==> src/rtl/serial_adder_ctrl.sv <==
// Bit-serial adder: one shared full-adder cell walks an N-bit word LSB first,
// carrying between bits in a register and shifting the sum into place.

module adder_1bit (
  input  logic a,
  input  logic b,
  input  logic cin,
  output logic s,
  output logic cout
);
  assign s    = a ^ b ^ cin;
  assign cout = (a & b) | (cin & (a ^ b));
endmodule

module serial_adder_ctrl #(
  parameter int NUM_BITS = 8
) (
  input  logic                clk,
  input  logic                n_rst,
  input  logic                start,
  input  logic [NUM_BITS-1:0] a,
  input  logic [NUM_BITS-1:0] b,
  input  logic                carry_in,
  output logic                busy,
  output logic                done,
  output logic [NUM_BITS-1:0] sum,
  output logic                carry_out,
  output logic [1:0]          fsm_state
);

  localparam int CNT_W = $clog2(NUM_BITS);

  typedef enum logic [1:0] {
    IDLE = 2'd0,
    ADD  = 2'd1,
    DONE = 2'd2
  } state_t;

  state_t state, state_nx;

  logic [NUM_BITS-1:0] a_sr, b_sr, res_sr;
  logic                c_reg;
  logic [CNT_W-1:0]    cnt;
  logic                add_s, add_c;
  logic                last_bit;

  // Handshake: start is a request sampled only while IDLE; done is a one-cycle
  // pulse with sum/carry_out valid, and those outputs hold until the next
  // completing edge. There is no backpressure on the result.

  adder_1bit u_fa (
    .a    (a_sr[0]),
    .b    (b_sr[0]),
    .cin  (c_reg),
    .s    (add_s),
    .cout (add_c)
  );

  assign last_bit  = (cnt == CNT_W'(NUM_BITS - 1));
  assign busy      = (state != IDLE);
  assign done      = (state == DONE);
  assign fsm_state = state;

  always_ff @(posedge clk or negedge n_rst) begin
    if (!n_rst) state <= IDLE;
    else        state <= state_nx;
  end

  always_comb begin
    state_nx = state;
    case (state)
      IDLE:    if (start) state_nx = ADD;
      ADD:     if (last_bit) state_nx = DONE;
      DONE:    state_nx = IDLE;
      default: state_nx = IDLE;
    endcase
  end

  always_ff @(posedge clk or negedge n_rst) begin
    if (!n_rst) begin
      a_sr      <= '0;
      b_sr      <= '0;
      res_sr    <= '0;
      c_reg     <= 1'b0;
      cnt       <= '0;
      sum       <= '0;
      carry_out <= 1'b0;
    end else begin
      case (state)
        IDLE: begin
          if (start) begin
            a_sr  <= a;
            b_sr  <= b;
            c_reg <= carry_in;
            cnt   <= '0;
          end
        end
        ADD: begin
          a_sr   <= a_sr >> 1;
          b_sr   <= b_sr >> 1;
          c_reg  <= add_c;
          res_sr <= {add_s, res_sr[NUM_BITS-1:1]};
          // Wrap to zero rather than overflow so cnt stays within 0..NUM_BITS-1.
          cnt    <= last_bit ? '0 : cnt + 1'b1;
          if (last_bit) begin
            sum       <= {add_s, res_sr[NUM_BITS-1:1]};
            carry_out <= add_c;
          end
        end
        default: ;
      endcase
    end
  end

  a_operands_known : assert property (
    @(posedge clk) disable iff (!n_rst)
      (state == IDLE && start) |-> !$isunknown({a, b, carry_in})
  ) else $error("serial_adder_ctrl: X/Z operand on accepted start");

endmodule
==> config.mk <==
export PLATFORM = sky130hd
export DESIGN_NAME = serial_adder_ctrl
export DESIGN_NICKNAME = d
export VERILOG_FILES = /design/src/rtl/serial_adder_ctrl.sv
export SDC_FILE = /design/constraint.sdc
export NUM_CORES = 1
export LEC_CHECK = 0
export ABC_AREA = 1
export BUFFER_PORTS_ARGS = -buffer_cell sky130_fd_sc_hd__buf_4
export CAP_MARGIN = 30
export CORE_MARGIN = 1.5
export CORE_UTILIZATION = 58
export CTS_BUF_LIST = sky130_fd_sc_hd__clkbuf_16
export CTS_CLUSTER_SIZE = 8
export DETAILED_ROUTE_END_ITERATION = 8
export PLACE_DENSITY = 0.79
export SETUP_SLACK_MARGIN = 0.02
export SLEW_MARGIN = 10
export SYNTH_ARGS = -nofsm -noshare
export SYNTH_HDL_FRONTEND = slang
export SYNTH_HIERARCHICAL = 1
export SYNTH_SLANG_ARGS = --single-unit
==> constraint.sdc <==
create_clock -name clk -period 2.6 [get_ports clk]
set_input_delay 0 -clock clk [delete_from_list [all_inputs] [get_ports clk]]
set_output_delay 0 -clock clk [all_outputs]
set_load 0.03 [all_outputs]
Yosys cells after proc, flatten, opt, wreduce, memory -nomap -nowiden
Cells that the tools add are included.
Operators by class
  eq/ne operators: 5
  $mul: 0
  shift-type cells: 0
  $add $sub $neg: 1
  bitwise operators: 5
  order comparisons: 0
  reduce and logical (&&, ||, !) cells: 6
  muxes and demuxes: 12
  divide/modulo/power cells: 0
Operators with widths (number)
  8-bit one-hot mux with 2 select lines: 2
  8-bit two-way mux: 2
  3-bit two-way mux: 2
  3-bit one-hot mux with 2 select lines: 1
  2-bit AND reduction: 3
  2-bit two-way mux: 2
  2-bit != test (second input constant): 2
  2-bit one-hot mux with 2 select lines: 1
  2-bit nonzero test: 2
  3-bit by 1-bit adder with 3-bit output (second input constant): 1
  3-bit equality test (second input constant): 1
  1-bit AND: 2
  2-bit by 1-bit equality test with 1-bit output (second input constant): 1
  2-bit equality test (second input constant): 1
  2-bit zero test: 1
  1-bit one-hot mux with 2 select lines: 1
  1-bit XOR: 2
  1-bit two-way mux: 1
  1-bit bitwise OR: 1
Storage, ports and cells
  bits in read-only memories: 0
  bits in latches: 0
  memory bits (writable): 0
  memories kept: 0
  logic and storage cells: 37
  flip-flop bits (word level): 39
  output and inout bits: 13

Logic depth before layout (Yosys ltp)
  depth after elaboration: 4
  depth in mapped cells: 8

By module
The synthesis kept the hierarchy.
By module, submodules not included
  serial_adder_ctrl: times used 1, cells an instance 210, area an instance 1716.6 sq um
  adder_1bit: times used 1, cells an instance 1, area an instance 20.0 sq um

Worst setup path after synthesis
Ideal clock, no wire load.
  path kind: register to register
  start point: reg state[0], in the netlist fsm_state[0]
  end point: reg c_reg
  buffers on the path: 3
  arrival: 1183 ps
  setup slack: 1300 ps
  stages on the path, launching flop included: 9
  setup time: 117 ps
  cell sequence: dfrtp_1 > buf_6 > nand2_2 > buf_6 > buf_8 > nand2_2 > nand2_1 > nand2_1 > nand2_1
Between the ends
  longest elaborated chain between the ends: 3
  elaborated cells on any way between the ends: 6
  those cells by class: eq/ne (2); mux (1); reduce/logical (3)
Ends and longest elaborated chain
  from (decl): line 39  | state_t state, state_nx;
  from (signal assigned): line 66  | else state <= state_nx;
  2-bit by 1-bit equality test with 1-bit output or 2-bit zero test (tied branches): line 89  | case (state)
  2-bit nonzero test (no source line) or 2-bit != test (tied branches)
  2-bit AND reduction (no source line)
  to (signal assigned): line 94  | c_reg <= carry_in;
  to (decl): line 42  | logic c_reg;
Parallel ways exist; a longest one is shown, timed or not.
A chain may end at the register's enable or synchronous reset.

Worst setup path after layout
  start point: reg state[0], in the netlist fsm_state[0]
  end point: reg a_sr[0]
Between the ends
  longest elaborated chain between the ends: 3
  elaborated cells on any way between the ends: 6
  those cells by class: eq/ne (2); mux (1); reduce/logical (3)
Ends and longest elaborated chain
  2-bit by 1-bit equality test with 1-bit output or 2-bit zero test (tied branches): line 89
  2-bit nonzero test (no source line) or 2-bit != test (tied branches)
  2-bit AND reduction (no source line)
  to (signal assigned): line 99  | a_sr <= a_sr >> 1;
  to (decl): line 41  | logic [NUM_BITS-1:0] a_sr, b_sr, res_sr;
Parallel ways exist; a longest one is shown, timed or not.

==> reports/qor.csv <==
stage;metric;value;unit
run_status;status;complete, but fails checks;
run_status;failing checks;DRC;
timing;Slew @ Worst Pin;0.677;ns
global_route;initial antenna violation count;0;
power_and_ir_drop;Cell Pwr Density;1280;nW/um^2
place;hpwl dp;2310;um
worst_setup_path;WP data required;2.77;ns
worst_setup_path;cell mode on critical path;nand2_1;
layout;antenna cells;0;
layout;largest registers;a_sr (8), b_sr (8), sum (8);
timing;setup tns final;0;ns
yosys;Unique masters post-synth;16;
worst_setup_path;crit path max fanout;29;
layout;Non-Filler Instances;276;
worst_setup_path;critical path class;reg2reg;
timing;Final Cycle Share;69.0;%
global_route;vias in the first global route;1433;
worst_setup_path;slowest CP cell;dfrtp_1;
floorplanning;DIE AREA;3330;um^2
global_route;global route overflow;0;
timing;Period minus WS final;1.79;ns
clock_tree;maximum clock path buffer count;2;
timing;unrepaired setup endpoints after global routing;no;
detailed_routing;DRC viols;2;
global_route;largest net degree at the start of global routing;39;
place;dpl cells;265;
global_route;first-pass GRT wire length;5980;um
clock_tree;worst skew pair latency;0.27;ns
global_route;All-Layer GR Usage;23.1;%
clock_tree;Num CTS Buffers;5;
timing;Max Slew Vio Count;0;
power_and_ir_drop;worst IR drop on VDD;738;uV
layout;Layout fillers;214;
place;Port Buffers;32;
detailed_routing;Wirelength per Cell;13.0;um
timing;Final Hold Fails;0;
power_and_ir_drop;leakage power;1.19;nW
layout;share of cells above drive strength 1;20.8;%
worst_setup_path;CP startpoint kind;flip-flop;
layout;Multi-input gate area;664;um^2
floorplanning;initial core utilization;61.9;%
yosys;register bit total from synthesis;38;
worst_setup_path;crit end category;flip-flop;
timing;clock skew;0.00239;ns
layout;layout net count;268;
detailed_routing;Via-to-Cell Ratio;5.28;
timing;f_max;0.557;GHz
floorplanning;core area;2810;um^2
worst_setup_path;Worst R2R Setup Slack;0.81;ns
clock_tree;root buffer cell;clkbuf_16;
yosys;Post-Syn Area;1740;um^2
detailed_routing;DRT antenna net count;0;
clock_tree;Sink Count;38;
timing;max_slew headroom;54.9;%
hold_path;Hold Path Class;in2reg;
detailed_routing;router iterations before antenna repair;6;
yosys;yosys warns;6;
clock_tree;H-tree Lvls;2;
worst_setup_path;Max stage delay on crit path;0.77;ns
yosys;sequential fraction of the synthesis area;54.8;%
clock_tree;CTS tree;done;
detailed_routing;DRT iter0 DRCs;135;
clock_tree;Clock Pin Slew Worst Setup and Hold Paths;0.05;ns
clock_tree;Post-CTS Setup Inserts;0;
job;max_cap viols;0;
yosys;Cells after Synth;211;
power_and_ir_drop;Tot Pwr;2.74;mW
layout;final instance area;2150;um^2
place;GP Congestion;0.764;
layout;Reg area;951;um^2
detailed_routing;Via Count;1457;
timing;Setup violations, final;0;
layout;P&R area growth vs syn;23.8;%
worst_setup_path;CP Data Arrival Time;1.96;ns
worst_setup_path;critical-path cell list;nand2_2 -> nand2_1 -> nand2_1 -> nand2_1 -> nand2_1;
floorplanning;I/O Pins;33;
detailed_routing;Total Wirelength;3580;um
yosys;syn_area_per_cell;8.23;um^2
place;Post-Place Cell Area;1950;um^2
floorplanning;Std-Cell Rows;19;
floorplanning;die width;57.7;um
floorplanning;Die Ht;57.7;um
yosys;Syn Nets;234;
synth_stat cells:
master / n / area [um^2]
nor2_2: 1 / 6.26
nand2_2: 8 / 50.1
ha_1: 2 / 25.0
buf_6: 2 / 22.5
nor2_1: 2 / 7.51
nand3_1: 17 / 85.1
o21ai_2: 1 / 8.76
fa_1: 1 / 20.0
o21ai_0: 3 / 15.0
o21ai_1: 12 / 60.1
inv_1: 11 / 41.3
buf_8: 1 / 15.0
buf_2: 7 / 35.0
nand2_1: 103 / 387
inv_2: 2 / 7.51
dfrtp_1: 38 / 951
what timing repair did:
item / in CTS / in global routing
endpoints found under the hold margin: 41 / 0
hold buffers: 4 / 0
gates resized for setup: 0 / 0
per-stage QoR:
stage / utilization, % / hold WS, ns / setup WS (ns)
detailed placement: 69.5 / -0.00751 / 0.892
CTS: 76.6 / 0.00797 / 0.831
global route: 76.6 / 0.0156 / 0.651
floorplan: - / -0.296 / 1.30
global placement: 69.5 / -0.0123 / 0.939
finish: 76.6 / 0.0114 / 0.806
power breakdown:
part           switching (mW)  internal [mW]  total (mW)
Clock                   0.215          0.443       0.658
Combinational           0.675          0.376        1.05
Sequential              0.185          0.848        1.03
cells in the final DEF, fill, tap and decap left out, drive strengths merged:
cell / instances
nand2: 111
fa: 1
inv: 13
clkinv: 1
ha: 2
nor2: 3
bufinv: 1
nand3: 17
buf: 33
dlygate4sd3: 4
dfrtp: 38
clkbuf: 5
o21ai: 16
final cells by class:
class | instances | share of cell area [%]
inverters | 13 | 2.27
repair buffers | 37 | 13.4
flip-flops and latches | 38 | 44.2
clock inverters | 2 | 1.57
well taps | 31 | 1.80
clock buffers | 5 | 5.82
multi-input cells | 150 | 30.9
final timing paths:
kind / start / end / cells past startpoint
worst max-delay path: fsm_state[0] / a_sr[0] / 5
worst min-delay path: b[5] / b_sr[5] / 5
worst max register to register: fsm_state[0] / a_sr[0] / 5
worst min register to register: a_sr[7] / a_sr[7] / 2
max in group asynchronous: n_rst / sum[3] / 2
min in group asynchronous: n_rst / sum[5] / 2
cells by family (layout without fill, tap and decap cells):
| group | Yosys count | after routing | synth area share [%] |
|---|---|---|---|
| DFF | 38 | 38 | 54.8 |
| and+or+nand+nor | 131 | 131 | 30.8 |
| adders and majority gates | 3 | 3 | 2.59 |
| AOI/OAI and AO/OA | 16 | 16 | 4.83 |
| buffers and inverters | 23 | 57 | 6.99 |
per-layer routing:
layer / track usage, % / part of all wire (%) / up-vias
li1: - / - / 714
met1: 29.2 / 42 / 707
met2: 40.4 / 53 / 32
met3: 4.24 / 3.7 / 4
met4: 6.64 / 0.95 / 0
met5: 0 / 0 / -
critical path: cells and delay by family (launching register included):
kind / cells / cell delay (ns)
simple gates: 5 / 0.90
flops: 1 / 0.77
No activity file was read; power rests on OpenSTA's default activity.
